`src/rtl/imm_decode_ctrl_if.sv`:
```
// Handshake and bus signals between IF/ID, the immediate-decode controller and EX.
interface imm_decode_ctrl_if #(
  parameter int unsigned REG_W = 5
);
  localparam int unsigned INSTR_W = 32;
  localparam int unsigned MODE_W  = 3;

  logic                 in_valid;
  logic                 in_ready;
  logic [INSTR_W-1:0]   in_instr;
  logic                 flush;
  logic                 ex_memread;
  logic [REG_W-1:0]     ex_rt;
  logic                 out_valid;
  logic                 out_ready;
  logic [INSTR_W-1:0]   out_imm;
  logic [MODE_W-1:0]    out_mode;
  logic [REG_W-1:0]     out_rs;
  logic [REG_W-1:0]     out_rt;

  // Pipeline side: supplies instructions, hazard info and EX acceptance.
  modport master (
    output in_valid, in_instr, flush, ex_memread, ex_rt, out_ready,
    input  in_ready, out_valid, out_imm, out_mode, out_rs, out_rt
  );

  // Controller side.
  modport slave (
    input  in_valid, in_instr, flush, ex_memread, ex_rt, out_ready,
    output in_ready, out_valid, out_imm, out_mode, out_rs, out_rt
  );
endinterface

```
`src/rtl/imm_decode_ctrl.sv`:
```
// ID-stage immediate-extension controller: decodes the extension mode from the
// opcode, registers the extended immediate and register fields into ID/EX,
// inserts load-use bubbles and honours flush.
// Optional: define IMM_DECODE_STALL_COUNT_EN to add a saturating stall_count port.
module imm_decode_ctrl #(
  parameter int unsigned LOAD_USE_BUBBLES = 1,
  parameter int unsigned REG_W            = 5
) (
  input  logic Clk,
  input  logic Reset,
`ifdef IMM_DECODE_STALL_COUNT_EN
  output logic [15:0] stall_count,
`endif
  imm_decode_ctrl_if.slave bus
);

  localparam int unsigned DATA_W = 32;
  localparam int unsigned MODE_W = 3;
  localparam int unsigned CNT_W  = 2;
  localparam logic [CNT_W-1:0] BUBBLE_INIT  = CNT_W'(LOAD_USE_BUBBLES - 1);
  localparam logic             MULTI_BUBBLE = (LOAD_USE_BUBBLES > 1);

  typedef enum logic [MODE_W-1:0] {
    MODE_NONE = 3'd0,
    MODE_SIGN = 3'd1,
    MODE_ZERO = 3'd2,
    MODE_LUI  = 3'd3,
    MODE_JUMP = 3'd4
  } mode_e;

  typedef enum logic {
    ST_RUN,
    ST_BUBBLE
  } state_e;

  state_e              state_q, state_d;
  logic [CNT_W-1:0]    cnt_q, cnt_d;
  logic                out_valid_q, out_valid_d;
  logic [DATA_W-1:0]   imm_q, imm_d;
  logic [MODE_W-1:0]   mode_q, mode_d;
  logic [REG_W-1:0]    rs_q, rs_d;
  logic [REG_W-1:0]    rt_q, rt_d;

  logic [5:0]          opcode;
  logic [15:0]         imm16;
  logic [REG_W-1:0]    instr_rs;
  logic [REG_W-1:0]    instr_rt;
  mode_e               dec_mode;
  logic [DATA_W-1:0]   dec_imm;
  logic                uses_rt;
  logic                hazard;
  logic                can_advance;
  logic                in_ready_c;

  assign opcode   = bus.in_instr[31:26];
  assign imm16    = bus.in_instr[15:0];
  assign instr_rs = REG_W'(bus.in_instr[25:21]);
  assign instr_rt = REG_W'(bus.in_instr[20:16]);

  // Extension mode and extended immediate from the opcode (pure wiring).
  always_comb begin
    dec_mode = MODE_SIGN;
    dec_imm  = {{16{imm16[15]}}, imm16};
    unique case (opcode)
      6'h00: begin
        dec_mode = MODE_NONE;
        dec_imm  = '0;
      end
      6'h0C, 6'h0D, 6'h0E: begin
        dec_mode = MODE_ZERO;
        dec_imm  = {16'h0000, imm16};
      end
      6'h0F: begin
        dec_mode = MODE_LUI;
        dec_imm  = {imm16, 16'h0000};
      end
      6'h02, 6'h03: begin
        dec_mode = MODE_JUMP;
        dec_imm  = {6'b0, bus.in_instr[25:0]};
      end
      default: begin
        dec_mode = MODE_SIGN;
        dec_imm  = {{16{imm16[15]}}, imm16};
      end
    endcase
  end

  // Load-use hazard: rt only matters for opcodes that read it as a source.
  always_comb begin
    uses_rt = 1'b0;
    case (opcode)
      6'h00, 6'h04, 6'h05, 6'h2B, 6'h29, 6'h28: uses_rt = 1'b1;
      default:                                  uses_rt = 1'b0;
    endcase
    hazard = bus.in_valid & bus.ex_memread & (bus.ex_rt != '0) &
             ((bus.ex_rt == instr_rs) | ((bus.ex_rt == instr_rt) & uses_rt));
  end

  assign can_advance = ~out_valid_q | bus.out_ready;

  // Next-state and handshake: flush beats hazard beats transfer.
  always_comb begin
    state_d     = state_q;
    cnt_d       = cnt_q;
    out_valid_d = out_valid_q;
    imm_d       = imm_q;
    mode_d      = mode_q;
    rs_d        = rs_q;
    rt_d        = rt_q;
    in_ready_c  = 1'b0;

    if (bus.flush) begin
      out_valid_d = 1'b0;
      state_d     = ST_RUN;
      cnt_d       = '0;
    end else begin
      unique case (state_q)
        ST_RUN: begin
          if (hazard) begin
            if (can_advance) begin
              out_valid_d = 1'b0;
              cnt_d       = BUBBLE_INIT;
              state_d     = MULTI_BUBBLE ? ST_BUBBLE : ST_RUN;
            end
          end else if (can_advance) begin
            in_ready_c = Reset;
            if (bus.in_valid) begin
              out_valid_d = 1'b1;
              imm_d       = dec_imm;
              mode_d      = dec_mode;
              rs_d        = instr_rs;
              rt_d        = instr_rt;
            end else begin
              out_valid_d = 1'b0;
            end
          end
        end
        ST_BUBBLE: begin
          out_valid_d = 1'b0;
          if (cnt_q <= CNT_W'(1)) begin
            cnt_d   = '0;
            state_d = ST_RUN;
          end else begin
            cnt_d = cnt_q - CNT_W'(1);
          end
        end
        default: begin
          state_d = ST_RUN;
          cnt_d   = '0;
        end
      endcase
    end
  end

  // State and ID/EX register with synchronous active-low reset.
  always_ff @(posedge Clk) begin
    if (!Reset) begin
      state_q     <= ST_RUN;
      cnt_q       <= '0;
      out_valid_q <= 1'b0;
      imm_q       <= '0;
      mode_q      <= '0;
      rs_q        <= '0;
      rt_q        <= '0;
    end else begin
      state_q     <= state_d;
      cnt_q       <= cnt_d;
      out_valid_q <= out_valid_d;
      imm_q       <= imm_d;
      mode_q      <= mode_d;
      rs_q        <= rs_d;
      rt_q        <= rt_d;
    end
  end

  assign bus.in_ready  = in_ready_c;
  assign bus.out_valid = out_valid_q;
  assign bus.out_imm   = imm_q;
  assign bus.out_mode  = mode_q;
  assign bus.out_rs    = rs_q;
  assign bus.out_rt    = rt_q;

`ifdef IMM_DECODE_STALL_COUNT_EN
  logic [15:0] stall_q, stall_d;

  // Saturating count of cycles where a valid instruction is held off.
  always_comb begin
    stall_d = stall_q;
    if (bus.in_valid && !in_ready_c && (stall_q != 16'hFFFF)) begin
      stall_d = stall_q + 16'd1;
    end
  end

  // Stall counter register; only reset clears it.
  always_ff @(posedge Clk) begin
    if (!Reset) begin
      stall_q <= '0;
    end else begin
      stall_q <= stall_d;
    end
  end

  assign stall_count = stall_q;
`else
  // Stall counter not built in this configuration.
`endif

endmodule
```
`src/flat_wrapper.sv`:
```
// flat-port wrapper written by rule: the top's interface ports become plain ports
module imm_decode_ctrl_flat 
#(
  parameter int unsigned LOAD_USE_BUBBLES = 1,
  parameter int unsigned REG_W            = 5
)
  (Clk, Reset, bus_in_valid, bus_in_instr, bus_flush, bus_ex_memread, bus_ex_rt, bus_out_ready, bus_in_ready, bus_out_valid, bus_out_imm, bus_out_mode, bus_out_rs, bus_out_rt);
  imm_decode_ctrl_if #(.REG_W(REG_W)) bus_i ();
  input  logic Clk;
  input  logic Reset;
  input wire logic [$bits(bus_i.in_valid)-1:0] bus_in_valid;
  input wire logic [$bits(bus_i.in_instr)-1:0] bus_in_instr;
  input wire logic [$bits(bus_i.flush)-1:0] bus_flush;
  input wire logic [$bits(bus_i.ex_memread)-1:0] bus_ex_memread;
  input wire logic [$bits(bus_i.ex_rt)-1:0] bus_ex_rt;
  input wire logic [$bits(bus_i.out_ready)-1:0] bus_out_ready;
  output wire logic [$bits(bus_i.in_ready)-1:0] bus_in_ready;
  output wire logic [$bits(bus_i.out_valid)-1:0] bus_out_valid;
  output wire logic [$bits(bus_i.out_imm)-1:0] bus_out_imm;
  output wire logic [$bits(bus_i.out_mode)-1:0] bus_out_mode;
  output wire logic [$bits(bus_i.out_rs)-1:0] bus_out_rs;
  output wire logic [$bits(bus_i.out_rt)-1:0] bus_out_rt;
  assign bus_i.in_valid = bus_in_valid;
  assign bus_i.in_instr = bus_in_instr;
  assign bus_i.flush = bus_flush;
  assign bus_i.ex_memread = bus_ex_memread;
  assign bus_i.ex_rt = bus_ex_rt;
  assign bus_i.out_ready = bus_out_ready;
  assign bus_in_ready = bus_i.in_ready;
  assign bus_out_valid = bus_i.out_valid;
  assign bus_out_imm = bus_i.out_imm;
  assign bus_out_mode = bus_i.out_mode;
  assign bus_out_rs = bus_i.out_rs;
  assign bus_out_rt = bus_i.out_rt;
  imm_decode_ctrl #(.LOAD_USE_BUBBLES(LOAD_USE_BUBBLES), .REG_W(REG_W)) u_core (.Clk(Clk), .Reset(Reset), .bus(bus_i));
endmodule
```
`config.mk`:
```
export PLATFORM = sky130hd
export DESIGN_NAME = imm_decode_ctrl_flat
export DESIGN_NICKNAME = d
export VERILOG_FILES = /design/src/rtl/imm_decode_ctrl_if.sv /design/src/rtl/imm_decode_ctrl.sv /design/src/flat_wrapper.sv
export SDC_FILE = /design/constraint.sdc
export NUM_CORES = 1
export LEC_CHECK = 0
export BUFFER_PORTS_ARGS = -buffer_cell sky130_fd_sc_hd__buf_2
export CELL_PAD_IN_SITES_DETAIL_PLACEMENT = 0
export CELL_PAD_IN_SITES_GLOBAL_PLACEMENT = 2
export CORE_ASPECT_RATIO = 0.8
export CORE_MARGIN = 2
export CORE_UTILIZATION = 30
export CTS_BUF_LIST = sky130_fd_sc_hd__clkbuf_2 sky130_fd_sc_hd__clkbuf_4 sky130_fd_sc_hd__clkbuf_8
export CTS_CLUSTER_DIAMETER = 40
export DETAILED_ROUTE_END_ITERATION = 16
export PLACE_DENSITY_LB_ADDON = 0.15
export SYNTH_ARGS = -nofsm -noshare
export SYNTH_HDL_FRONTEND = slang
export SYNTH_SLANG_ARGS = --single-unit
```
`constraint.sdc`:
```
create_clock -name Clk -period 7.65 [get_ports Clk]
set_input_delay 1.9125 -clock Clk [delete_from_list [all_inputs] [get_ports Clk]]
set_output_delay 1.9125 -clock Clk [all_outputs]
set_load 0.01 [all_outputs]
```
# Word-level counts from Yosys, hierarchy flattened
# Cells that the tools add are included.
# totals
regBits,49
output_inout_bits,47
wordCells,61
# classes
addsub,1
n_lt_le_gt_ge,1
eq_ne,15
n_mux,18
bitwise_logic,11
reduce_logical,8
# ops
operator,n
32-bit case mux with 4 select lines,1
6-bit by 4-bit == test with 1-bit output (second input constant),4
6-bit == test (second input constant),3
6-bit by 2-bit == test with 1-bit output (second input constant),2
6-bit by 3-bit == test with 1-bit output (second input constant),2
3-bit case mux with 4 select lines,1
5-bit == test,2
1-bit two-way mux,10
6-bit zero test,1
2-bit two-way mux,3
6-bit OR reduction,1
1-bit inverter,5
5-bit AND reduction,1
5-bit nonzero test,1
1-bit AND,4
2-bit by 1-bit inequality test with 1-bit output (second input constant),2
1-bit case mux with 2 select lines,2
2-bit case mux with 2 select lines,1
2-bit OR reduction,2
3-bit OR reduction,1
2-bit by 1-bit <= comparator with 1-bit output (second input constant),1
1-bit bitwise OR,2
2-bit AND reduction,1
2-bit by 1-bit subtractor with 2-bit output (second input constant),1

# Depth between registers and ports, before layout
# Gate-level depths: netlist of the first run.
# logic_depth
ltp_word,9
mapped_depth,7
ltp_nobuf,5

# Least setup slack after synthesis of the first run
# Ideal clock, no wire load.
# synth_path
kind,input to output
from,input port bus_ex_rt[1]
to,output port bus_in_ready
arrival_ns,3.337
slack_ns,2.400
cell_stages,5
n_path_buf,0
cell_sequence,or4_1 o211ai_2 a2111o_1 o311ai_1 nor3_1
# synth_between
elab_chain_len,7
elab_cells_between_ends,10
cone_classes,eq/ne: 2; mux: 3; bitwise: 4; reduce/logical: 1
# synth_lines
item,line_no,source
start: declaration,flat_wrapper.sv:15,input wire logic [$bits(bus_i.ex_rt)-1:0] bus_ex_rt;
5-bit == test,imm_decode_ctrl.sv:96,((bus.ex_rt == instr_rs) | ((bus.ex_rt == instr_rt) & uses_rt));
1-bit AND,imm_decode_ctrl.sv:96,
1-bit bitwise OR,imm_decode_ctrl.sv:96,
1-bit AND *,imm_decode_ctrl.sv:95,hazard = bus.in_valid & bus.ex_memread & (bus.ex_rt != '0) &
1-bit two-way mux *,imm_decode_ctrl.sv:119,if (hazard) begin
1-bit two-way mux *,imm_decode_ctrl.sv:117,unique case (state_q)
1-bit two-way mux *,imm_decode_ctrl.sv:112,if (bus.flush) begin
end: declaration,flat_wrapper.sv:17,output wire logic [$bits(bus_i.in_ready)-1:0] bus_in_ready;
# Mark *: on every way between the ends. The rest lies on a longest branch, timed or not.

# Worst setup path after layout of the first run
# Same ends and word-level chain as after synthesis.

==> results.txt, run 1 <==
----------------------------------------------------
[Timing]
  Setup TNS ... 0 ps
  Fin Clk Skew ... 4.12 ps
  Portion of the clock cycle consumed by the worst path in the final layout ... 0.706
  Hold Vio Cnt, Final ... 0
  Pins Over Slew Limit ... 0
  Unrepaired setup endpoints after global routing ... no
  Setup-failing EPs final ... 0
  Normalized max-slew margin ... 0.358
  Achievable clock frequency ... around 190 MHz
  Final Critical Period ... between 5000 and 6000 ps
  Slew at the pin with the worst max-slew slack ... 963 ps

[Logic synthesis]
  Post-synthesis cell type count ... 37
  Yosys warning count ... 0
  Average cell area after synthesis ... ~8.5 µm²
  Register area share after synthesis ... 0.422
  Syn Std Cell Area ... 0.00232 mm²
  Net Count, Synth ... between 300 and 400
  Post-Synthesis Cells ... between 200 and 300
  Flops & latches, synth ... between 40 and 50

[Route]
  DRC viols ... 0
  Routed wirelength normalized by instance count ... 16.1 µm
  First DRT Iteration DRCs ... 111
  Detailed-route vias per instance ... roughly 5.0
  Remaining antenna violation count ... 0
  Number of search-and-repair iterations in the first detailed-routing pass ... 4
  Total via count in the routed design ... 2297
  Total detailed-routing wirelength ... 7410 µm

[Floorplan]
  Die area ... about 0.0085 mm²
  Initial cell density of the core ... 0.312
  Io pins ... 90
  Core Region ... roughly 0.0075 mm²
  Die height ... ~83 µm
  Die boundary width ... roughly 100 µm
  Cell Rows ... 28

[Pwr]
  Leak pwr ... around 1.2 nW
  Power Dens Cells ... ~190 mW/mm²
  Highest ir drop seen on vdd ... roughly 0.076 mV

[Critical path]
  Delay of the slowest critical-path stage ... approximately 550 ps
  Maximum fanout encountered on the critical timing path ... 4
  Start-to-end type of the worst setup path ... input port to output pin
  Kind of capture point of the worst setup path ... output pin
  Top cell family by delay on the critical path ... simple AND/OR/NAND/NOR gates
  Worst path most repeated cell ... sky130_fd_sc_hd__buf_2
  Critical path data required time ... 5740 ps
  Sort of element at the start of the critical path ... input port
  Slowest library cell on the worst path ... sky130_fd_sc_hd__or4_1
  Crit path buf inv count ... 2
  CP arrival ... 3490 ps
  Cell chain of the critical path ... buf_2 > or4_1 > o211ai_2 > a2111o_1 > o311ai_1 > nor3_1 > buf_2

[Clock network]
  Latest clock arrival within the worst-skew pair ... ~300 ps
  Total CTS buffers ... 5
  # Post-CTS Setup Buffers ... 0
  Number of instances resized during post-cts repair ... 0
  Clk sink count ... just under 50
  Clock tree from TritonCTS ... built
  CTS Hold Buffers Added ... 0
  Cell at the root of the clock tree ... sky130_fd_sc_hd__clkbuf_8
  H-tree depth ... 2
  Bufs on Longest Clock Path ... 2
  Clock-pin slew on the worst setup and hold paths ... ~90 ps

[Global routing]
  GRT Total Usage ... 0.172
  Remaining Overflow, GRT ... 0
  Via count of the first global-routing pass ... about 2100
  Pin count of the biggest net entering global routing ... between 70 and 80
  First-pass GRT wire length ... approximately 11000 µm
  Initial antenna violation count ... 0

[Final layout]
  Synth-to-Final Area Change ... 27.4%
  Total inserted antenna cells ... 0
  Post-layout net count ... ~400
  Proportion of layout cells with a drive suffix above 1 ... 0.307
  Commonest non-fill, non-tap cells in the layout ... 89 x sky130_fd_sc_hd__buf_2, 64 x sky130_fd_sc_hd__nand2_1, 49 x sky130_fd_sc_hd__dfxtp_1, 24 x sky130_fd_sc_hd__o21ai_0, 18 x sky130_fd_sc_hd__nand4_1
  Most common cell after layout, fill and taps aside ... sky130_fd_sc_hd__buf_2
  Fin util ... 0.397

[Place]
  Global placement routability congestion ... roughly 0.70
  Number of input and output port buffers inserted ... 89
  DPL Wire Length ... ~5000 µm

[Worst hold path]
  Class of the tightest hold or removal check ... register to register

[Flow run]
  Max cap viols ... 0

[Run status]
  Result of the run ... completed

----------------------------------------------------
[worst paths after layout]
path	startpoint	to	slack [ps]	depth (start not counted)
worst min-delay path	u_core.bus.out_imm[28]$_SDFFE_PN0P_	u_core.bus.out_imm[28]$_SDFFE_PN0P_	450	2
worst max register to register	u_core.bus.out_valid$_SDFFE_PP0P_	u_core.bus.out_imm[10]$_SDFFE_PN0P_	4930	5
worst min register to register	u_core.bus.out_imm[28]$_SDFFE_PN0P_	u_core.bus.out_imm[28]$_SDFFE_PN0P_	450	2
worst max-delay path	bus_ex_rt[1]	bus_in_ready	2250	7
[registers in the layout (all words and copies together), names as in the netlist]
register	flops
u_core.bus.out_imm	32
u_core.bus.out_valid	1
u_core.cnt_q	2
u_core.state_q	1
u_core.bus.out_rs	5
u_core.bus.out_rt	5
u_core.bus.out_mode	3
[logic make-up (layout without fill, tap and decap cells)]
kind of cell | after synthesis | after routing | synth area share
and+or+nand+nor | 105 | 105 | 0.217
AOI/OAI and AO/OA | 73 | 73 | 0.216
DFF | 49 | 49 | 0.422
buffers and inverters | 25 | 105 | 0.0511
muxes | 13 | 13 | 0.0560
xor gates and xnor gates | 10 | 10 | 0.0377
[layer usage]
metal / up-vias / global-route usage / share of wire
li1: 1168 / - / -
met1: 1070 / 0.246 / 0.50
met2: 55 / 0.256 / 0.43
met3: 4 / 0.0446 / 0.054
met4: 0 / 0.0427 / 0.0066
met5: - / 0 / 0
[worst register-to-register path, delay by kind of cell, from the launching register on]
kind | cells | cell delay (ps)
compound gates | 2 | 890
flops | 1 | 320
simple gates | 3 | 1360
[power breakdown]
part | total (mW) | switching, mW | internal, mW
registers | 0.273 | 0.00569 | 0.267
clock network | 0.198 | 0.0877 | 0.110
logic | 0.0851 | 0.0519 | 0.0332
[synth_stat cells, drive strengths merged]
master / instances / area, µm²
o311ai: 1 / 8.76
nor2b: 3 / 18.8
clkbuf: 18 / 67.6
buf: 5 / 43.8
nor3: 2 / 10.0
xnor2: 10 / 87.6
a21boi: 2 / 15.0
nand2b: 3 / 18.8
or2: 1 / 6.26
a22o: 10 / 87.6
o2111ai: 16 / 140
nand4: 18 / 113
a311oi: 1 / 8.76
o31a: 1 / 10.0
nor4: 1 / 12.5
and2: 6 / 37.5
dfxtp: 49 / 981
a2111o: 1 / 11.3
nand2: 64 / 240
a211o: 1 / 8.76
nor4b: 2 / 17.5
inv: 2 / 7.51
mux2i: 13 / 130
a31oi: 1 / 6.26
o21ai: 35 / 175
o22ai: 1 / 6.26
or4: 2 / 15.0
a21oi: 1 / 5.00
o211ai: 2 / 20.0
nor2: 1 / 3.75
nand3: 1 / 5.00
and3: 1 / 6.26
[through the flow]
| step | power [mW] | cell area (µm²) | hold slack (ps) | std cells | setup WS [ps] |
|---|---|---|---|---|---|
| 2_1_floorplan | 0.324 | 2320 | 421 | 275 | 2400 |
| 3_3_place_gp | 0.364 | 2840 | 436 | 452 | 2260 |
| 3_5_place_dp | 0.365 | 2840 | 436 | 452 | 2250 |
| 4_1_cts | 0.564 | 2960 | 455 | 460 | 2250 |
| 5_1_grt | 0.583 | 2960 | 468 | 460 | 2170 |
| 6_report | 0.556 | 2960 | 455 | 460 | 2250 |
[final cells by class]
cell class,count,area (µm²)
fillers,789,4500
multi-input cells,201,1230
flip-flops and latches,49,981
repair buffers,95,490
well taps,105,131
clock buffers,7,90.1
clock inverters,1,30.0
inverters,2,7.51
No activity file was read; power rests on OpenSTA's default activity.
==> inputs of run 2 (changes only) <==
--- a/config.mk
+++ b/config.mk
@@ -5,12 +5,13 @@
 export SDC_FILE = /design/constraint.sdc
 export NUM_CORES = 1
 export LEC_CHECK = 0
+export ABC_AREA = 1
 export BUFFER_PORTS_ARGS = -buffer_cell sky130_fd_sc_hd__buf_2
 export CELL_PAD_IN_SITES_DETAIL_PLACEMENT = 0
 export CELL_PAD_IN_SITES_GLOBAL_PLACEMENT = 2
 export CORE_ASPECT_RATIO = 0.8
 export CORE_MARGIN = 2
-export CORE_UTILIZATION = 30
+export CORE_UTILIZATION = 23
 export CTS_BUF_LIST = sky130_fd_sc_hd__clkbuf_2 sky130_fd_sc_hd__clkbuf_4 sky130_fd_sc_hd__clkbuf_8
 export CTS_CLUSTER_DIAMETER = 40
 export DETAILED_ROUTE_END_ITERATION = 16
==> constraint.sdc (replaced) <==
create_clock -name Clk -period 4.8 [get_ports Clk]
set_input_delay 1.2 -clock Clk [delete_from_list [all_inputs] [get_ports Clk]]
set_output_delay 1.2 -clock Clk [all_outputs]
set_load 0.01 [all_outputs]
==> run 2 against run 1 <==
Global-route usage decreased by 3.3 points. Worst setup slack worse by 890 ps. Die area rose by 44%. Cell area increased by 8.4%. Via count is 12% higher. First-iteration DRC count increased by 57%. Clock power is 30% higher. Synthesized area rose by 12%. Critical path depth rose by 4.
==> results.txt, run 2 <==
----------------------------------------------------
[Run status]
  Result of the run ... completed

[Logic synthesis]
  Dominant combinational cell family by area after synthesis ... simple AND/OR/NAND/NOR gates
  Yosys warning count ... 0 (unchanged)
  Average cell area after synthesis ... 6.14 µm² (-27%)
  Portion of synthesized cell area occupied by the leading cell type ... 0.377 (-0.0445)
  Flops & latches, synth ... 49 (unchanged)
  Count of flip-flops with a built-in enable after synthesis ... 0 (unchanged)
  Complex-gate fraction of the synthesized area ... 0.0809 (-0.135)
  Fraction of synthesized cell area in xor and xnor cells ... 0.0135 (-0.0242)
  Multiplexer fraction of the synthesized cell area ... 0 (-0.0560)
  Top cell type by total area after synthesis ... sky130_fd_sc_hd__dfxtp_1
  Syn Std Cell Area ... 0.00260 mm² (+12%)
  Register area share after synthesis ... 0.377 (-0.0445)
  Simple-gate share of the synthesized area ... 0.368 (+0.151)
  Synth Area in Adders ... 0 (unchanged)
  Cell types with the highest counts after synthesis ... 121 x sky130_fd_sc_hd__nand2_1, 86 x sky130_fd_sc_hd__nor2_1, 79 x sky130_fd_sc_hd__inv_1, 49 x sky130_fd_sc_hd__dfxtp_1, 17 x sky130_fd_sc_hd__a21oi_1
  Post-synthesis cell type count ... 28 (-24%)
  Leading cell type by number of instances after synthesis ... sky130_fd_sc_hd__nand2_1
  Top area cells in the synthesized netlist ... sky130_fd_sc_hd__dfxtp_1 38%, sky130_fd_sc_hd__nand2_1 17%, sky130_fd_sc_hd__nor2_1 12%
  Post-Synthesis Cells ... 423 (+54%)
  Share of synthesized registers carrying an async set or reset ... 0 (unchanged)
  Leading register cell type out of synthesis ... sky130_fd_sc_hd__dfxtp_1
  Net Count, Synth ... 466 (+47%)

[Clock network]
  CTS Hold Buffers Added ... 0 (unchanged)
  Clk sink count ... 49 (unchanged)
  Cell at the root of the clock tree ... sky130_fd_sc_hd__clkbuf_8
  H-tree depth ... 2 (unchanged)
  Clock tree from TritonCTS ... built
  Number of instances resized during post-cts repair ... 0 (unchanged)
  Bufs on Longest Clock Path ... 2 (unchanged)
  Clock-pin slew on the worst setup and hold paths ... 90 ps (about the same)
  Latest clock arrival within the worst-skew pair ... 320 ps (+20 ps)
  # Post-CTS Setup Buffers ... 0 (unchanged)
  Total CTS buffers ... 5 (unchanged)

[Final layout]
  Fin util ... 0.294 (-0.103)
  Synth-to-Final Area Change ... 23.6%
  Proportion of layout cells with a drive suffix above 1 ... 0.211 (-0.0963)
  Post-layout net count ... 545 (+37%)
  Fillcell total ... 1257 (+59%)
  Most common cell after layout, fill and taps aside ... sky130_fd_sc_hd__nand2_1
  Commonest non-fill, non-tap cells in the layout ... 121 x sky130_fd_sc_hd__nand2_1, 89 x sky130_fd_sc_hd__buf_2, 86 x sky130_fd_sc_hd__nor2_1, 79 x sky130_fd_sc_hd__inv_1, 49 x sky130_fd_sc_hd__dfxtp_1
  Number of flip-flops under the largest register name ... 32 (unchanged)

[Pwr]
  Power Dens Cells ... 278 mW/mm² (+48%)
  Leak pwr ... 1.84 nW (+49%)
  Highest ir drop seen on vdd ... 0.0898 mV (+19%)

[Timing]
  Portion of the clock cycle consumed by the worst path in the final layout ... 0.717
  Hold Vio Cnt, Final ... 0 (unchanged)
  Slew at the pin with the worst max-slew slack ... 790 ps (-173 ps)
  Normalized max-slew margin ... 0.472 (+0.114)
  Achievable clock frequency ... roughly 290 MHz
  Tightest hold margin ... 466 ps (+11.5 ps)
  Pins Over Slew Limit ... 0 (unchanged)
  Final Critical Period ... ~3400 ps
  Final setup margin ... 1360 ps (-892 ps)
  Unrepaired setup endpoints after global routing ... no
  Fin Clk Skew ... 14.1 ps (+10.0 ps)
  Setup-failing EPs final ... 0 (unchanged)
  Setup TNS ... 0 ps (unchanged)

[Route]
  Remaining antenna violation count ... 0 (unchanged)
  First DRT Iteration DRCs ... 174 (+57%)
  Total via count in the routed design ... 2584 (+12%)
  Detailed-route vias per instance ... 3.99 (-20%)
  Routed wirelength normalized by instance count ... 12.7 µm (-21%)
  Total detailed-routing wirelength ... 8250 µm (+11%)
  Number of search-and-repair iterations in the first detailed-routing pass ... 4 (unchanged)
  DRC viols ... 0 (unchanged)

[Critical path]
  Maximum fanout encountered on the critical timing path ... 4 (unchanged)
  Critical path data required time ... 3600 ps (-2140 ps)
  RR Startpoint ... u_core.bus.out_valid$_SDFFE_PP0P_
  Start-to-end type of the worst setup path ... input port to output pin
  Sort of element at the start of the critical path ... input port
  CP arrival ... 2240 ps (-1250 ps)
  Crit. Startpoint ... bus_ex_rt[4]
  Kind of capture point of the worst setup path ... output pin

[Global routing]
  Initial antenna violation count ... 1 (+1)
  Pin count of the biggest net entering global routing ... 55 (-29%)
  First-pass GRT wire length ... 12700 µm (+14%)
  Remaining Overflow, GRT ... 0 (unchanged)
  GRT Total Usage ... 0.139 (-0.0334)
  Via count of the first global-routing pass ... 2366 (+13%)

[Flow run]
  Max cap viols ... 0 (unchanged)

[Floorplan]
  Core Region ... 0.0109 mm² (+47%)
  Io pins ... 90 (unchanged)
  Die area ... 0.0122 mm² (+44%)
  Die height ... 99.1 µm (+20%)
  Initial cell density of the core ... 0.238 (-0.0738)
  Die boundary width ... 123 µm (+20%)
  Cell Rows ... 34 (+21%)

[Place]
  Global placement routability congestion ... 0.694 (-0.91%)
  Number of input and output port buffers inserted ... 89 (unchanged)
  DPL Wire Length ... 6090 µm (+22%)
  Minimum setup slack after placement ... 1360 ps (-894 ps)

[Worst hold path]
  Class of the tightest hold or removal check ... register to register
  Start point of the worst min-delay path ... u_core.cnt_q[1]$_SDFFE_PP0P_

----------------------------------------------------
[run 2: per-stage QoR]
| stage | area [µm²] | instances | total power, mW |
|---|---|---|---|
| 2_1_floorplan | 2600 | 423 | 0.571 |
| 3_3_place_gp | 3120 | 639 | 0.647 |
| 3_5_place_dp | 3120 | 639 | 0.647 |
| 4_1_cts | 3210 | 647 | 0.912 |
| 5_1_grt | 3210 | 647 | 0.957 |
| 6_report | 3210 | 648 | 0.892 |
[run 2: critical path: stages]
cell and delay [ps]:
sky130_fd_sc_hd__buf_2 120, sky130_fd_sc_hd__inv_1 110, sky130_fd_sc_hd__nand2_1 60, sky130_fd_sc_hd__nand2_1 70
sky130_fd_sc_hd__nor2_1 50, sky130_fd_sc_hd__nand3_1 110, sky130_fd_sc_hd__o21ai_1 90, sky130_fd_sc_hd__nand2_2 110
sky130_fd_sc_hd__nand2_1 60, sky130_fd_sc_hd__nor3_1 120, sky130_fd_sc_hd__buf_2 160
[run 2: power breakdown]
group	switching (mW)	total (mW)	internal, mW
Combinational	0.117	0.187	0.0704
Clock	0.156	0.257	0.101
Sequential	0.0133	0.447	0.434
Total	0.286	0.892	0.606
[run 2: kinds of logic after synthesis]
| group | count (synthesis) |
|---|---|
| AND/OR/NAND/NOR | 235 |
| AO/OA/AOI/OAI | 36 |
| XOR/XNOR | 4 |
| flip-flops | 49 |
| buffers and inverters | 99 |
[run 2: routing by layer]
metal,wire length [µm],track usage,vias to the layer above,part of all wire
met4,53,0.0318,0,0.0064
met1,4410,0.207,1107,0.53
met5,0,0,-,0
met2,3340,0.196,56,0.41
met3,448,0.0370,5,0.054
li1,-,-,1416,-
[run 2: area by class of cell]
cell class                      count  area [µm²]  area share
Clock buffer                        5        68.8      0.0214
Inverter                           80         300      0.0935
Clock inverter                      3        17.5     0.00545
Multi-Input combinational cell    275        1200       0.374
Timing Repair Buffer               91         460       0.143
Sequential cell                    49         981       0.305
Tap cell                          144         180      0.0561
Antenna cell                        1        2.50    0.000779
[run 2: path summary, 6_finish.rpt]
path / slack [ps] / end / depth (start not counted)
max: 1360 / bus_in_ready / 11
max reg2reg: 2670 / u_core.bus.out_rs[3]$_SDFFE_PN0P_ / 7
min: 470 / u_core.state_q$_SDFF_PP0_ / 2
min reg2reg: 470 / u_core.state_q$_SDFF_PP0_ / 2
==> inputs of run 3 (changes only) <==
--- a/config.mk
+++ b/config.mk
@@ -11,7 +11,7 @@
 export CELL_PAD_IN_SITES_GLOBAL_PLACEMENT = 2
 export CORE_ASPECT_RATIO = 0.8
 export CORE_MARGIN = 2
-export CORE_UTILIZATION = 23
+export CORE_UTILIZATION = 26
 export CTS_BUF_LIST = sky130_fd_sc_hd__clkbuf_2 sky130_fd_sc_hd__clkbuf_4 sky130_fd_sc_hd__clkbuf_8
 export CTS_CLUSTER_DIAMETER = 40
 export DETAILED_ROUTE_END_ITERATION = 16
==> constraint.sdc (replaced) <==
create_clock -name Clk -period 3.3 [get_ports Clk]
set_input_delay 0.825 -clock Clk [delete_from_list [all_inputs] [get_ports Clk]]
set_output_delay 0.825 -clock Clk [all_outputs]
set_load 0.01 [all_outputs]
==> run 3 against run 2 <==
Sequential power rose by 45%. Clock power rose by 84%. Non-clock buffer count rose by 1. Critical endpoint unchanged. Total power rose by 57%.
==> results.txt, run 3 (synthesized netlist as in run 2, its figures left out) <==
----------------------------------------------------
[Pwr]
  Total net switching power ... 0.404 mW (+41%)
  Int Power ... 0.991 mW (+64%)
  Switching part of the total ... 0.290 (-0.0310)
  Sequential group share of total power ... 0.466 (-0.036)
  Power Dens Cells ... 429 mW/mm² (+55%)
  Highest ir drop seen on vdd ... 0.192 mV (+110%)
  Leak pwr ... 1.86 nW (+1.5%)
  Clock power share ... 0.338 (+0.050)
  Logic gate share of total power ... 0.196 (-0.014)

[Global routing]
  Initial antenna violation count ... 0 (-1)
  GRT Total Usage ... 0.150 (+0.0117)
  First-pass GRT wire length ... 12400 µm (-2.0%)
  Pin count of the biggest net entering global routing ... 47 (-15%)
  Remaining Overflow, GRT ... 0 (unchanged)
  Via count of the first global-routing pass ... 2387 (+0.89%)

[Critical path]
  Kind of capture point of the worst setup path ... output pin
  CP arrival ... 1880 ps (-360 ps)
  Start-to-end type of the worst setup path ... input port to output pin
  Maximum fanout encountered on the critical timing path ... 4 (unchanged)
  Sort of element at the start of the critical path ... input port
  Critical path data required time ... 2470 ps (-1130 ps)

[Clock network]
  # Post-CTS Setup Buffers ... 0 (unchanged)
  Clk sink count ... 49 (unchanged)
  Clock tree from TritonCTS ... built
  Bufs on Longest Clock Path ... 2 (unchanged)
  Clock-pin slew on the worst setup and hold paths ... 90 ps (about the same)
  Number of instances resized during post-cts repair ... 0 (unchanged)
  H-tree depth ... 2 (unchanged)
  CTS Hold Buffers Added ... 0 (unchanged)
  Cell at the root of the clock tree ... sky130_fd_sc_hd__clkbuf_8
  Total CTS buffers ... 5 (unchanged)
  Latest clock arrival within the worst-skew pair ... 310 ps (about the same)

[Timing]
  Portion of the clock cycle consumed by the worst path in the final layout ... 0.819
  Setup-failing EPs final ... 0 (unchanged)
  Achievable clock frequency ... ~370 MHz
  Pins Over Slew Limit ... 0 (unchanged)
  Slew at the pin with the worst max-slew slack ... 672 ps (-118 ps)
  Final Critical Period ... 2700 ps
  Hold Vio Cnt, Final ... 0 (unchanged)
  Unrepaired setup endpoints after global routing ... no
  Setup TNS ... 0 ps (unchanged)
  Normalized max-slew margin ... 0.551 (+0.0786)
  Fin Clk Skew ... 11.5 ps (-2.62 ps)

[Final layout]
  Total inserted antenna cells ... 0 (-1)
  Proportion of layout cells with a drive suffix above 1 ... 0.212 (+0.00157)
  Seq. cell area ... 981 µm² (unchanged)
  Most common cell after layout, fill and taps aside ... sky130_fd_sc_hd__nand2_1
  Number of flip-flops under the largest register name ... 32 (unchanged)
  Area used by multi-input combinational logic ... 0.00120 mm² (unchanged)
  Synth-to-Final Area Change ... 25.2%
  Fillcell total ... 1123 (-11%)
  Commonest non-fill, non-tap cells in the layout ... 121 x sky130_fd_sc_hd__nand2_1, 89 x sky130_fd_sc_hd__buf_2, 86 x sky130_fd_sc_hd__nor2_1, 79 x sky130_fd_sc_hd__inv_1, 49 x sky130_fd_sc_hd__dfxtp_1
  Design Area, Final ... 0.00325 mm² (+1.3%)
  Post-layout net count ... 546 (+0.18%)
  Final cell count without fillers ... 640 (-1.2%)

[Route]
  Routed wirelength normalized by instance count ... 12.5 µm (-1.8%)
  Remaining antenna violation count ... 0 (unchanged)
  First DRT Iteration DRCs ... 183 (+5.2%)
  DRC viols ... 0 (unchanged)
  Total via count in the routed design ... 2639 (+2.1%)
  Total detailed-routing wirelength ... 8000 µm (-3.0%)
  Detailed-route vias per instance ... 4.12 (+3.4%)
  Number of search-and-repair iterations in the first detailed-routing pass ... 4 (unchanged)

[Floorplan]
  Die area ... 0.0108 mm² (-11%)
  Die boundary width ... 116 µm (-5.8%)
  Die height ... 93.4 µm (-5.7%)
  Cell Rows ... 32 (-5.9%)
  Io pins ... 90 (unchanged)
  Core Region ... 0.00969 mm² (-11%)
  Initial cell density of the core ... 0.268 (+0.0305)

[Place]
  Global placement routability congestion ... 0.763 (+9.9%)
  Number of input and output port buffers inserted ... 89 (unchanged)
  Number of placed cells counting well taps ... 632 (-1.1%)
  Placement Cell Area ... 0.00313 mm² (+0.32%)
  DPL Wire Length ... 5940 µm (-2.4%)

[Flow run]
  Max cap viols ... 0 (unchanged)

[Worst hold path]
  Class of the tightest hold or removal check ... register to register

[Run status]
  Result of the run ... completed

----------------------------------------------------
run 3: changes by cell type in the layout (fill, tap and decap cells not counted), sizes merged:
cell	before	now
clkbuf	5	7
diode	1	0
buf	91	92
clkinv	2	0
clkinvlp	1	0
bufinv	0	1
run 3: per-stage QoR:
stage	hold WS [ps]	util	setup slack, ps	total power, mW
3_5_place_dp	462	0.323	591	0.941
2_1_floorplan	439	-	753	0.831
3_3_place_gp	455	0.323	587	0.940
5_1_grt	516	0.336	417	1.48
6_report	474	0.336	596	1.40
4_1_cts	479	0.336	589	1.42
run 3: worst paths after layout:
kind / endpoint / slack (ps) / startpoint / depth (start not counted)
setup reg to reg: u_core.bus.out_mode[1]$_SDFFE_PN0P_ / 1650 / u_core.bus.out_valid$_SDFFE_PP0P_ / 7
hold / removal: u_core.state_q$_SDFF_PP0_ / 470 / u_core.cnt_q[1]$_SDFFE_PP0P_ / 2
setup / recovery: bus_in_ready / 600 / bus_in_instr[31] / 10
hold reg to reg: u_core.state_q$_SDFF_PP0_ / 470 / u_core.cnt_q[1]$_SDFFE_PP0P_ / 2
run 3: layer usage:
layer,vias up,GRT usage,share of wire
met1,1147,0.216,0.51
met5,-,0,0
met2,73,0.223,0.41
met4,0,0.0327,0.0047
met3,2,0.0428,0.074
li1,1417,-,-
run 3: power groups by stage:
stage | clock network, mW | registers, mW | logic (mW)
2_1_floorplan | 0 | 0.683 | 0.148
3_3_place_gp | 0 | 0.663 | 0.277
3_5_place_dp | 0 | 0.664 | 0.276
4_1_cts | 0.492 | 0.651 | 0.277
5_1_grt | 0.508 | 0.655 | 0.314
6_report | 0.472 | 0.650 | 0.273
run 3: layout make-up:
class | count | area share
inverter | 80 | 0.0923
clock buffer | 7 | 0.0277
clock inverter | 1 | 0.00923
sequential | 49 | 0.302
timing repair buffer | 92 | 0.148
tap | 136 | 0.0523
multi-input combinational | 275 | 0.369
run 3: worst max-delay path, cell delays in order:
cell and delay (ps):
sky130_fd_sc_hd__buf_2 110, sky130_fd_sc_hd__nor2_2 200, sky130_fd_sc_hd__nand3_1 100, sky130_fd_sc_hd__nand2_1 70, sky130_fd_sc_hd__nand2_1 40, sky130_fd_sc_hd__o21ai_1 150
sky130_fd_sc_hd__nand2_2 110, sky130_fd_sc_hd__nand2_1 70, sky130_fd_sc_hd__nor3_1 40, sky130_fd_sc_hd__buf_2 150
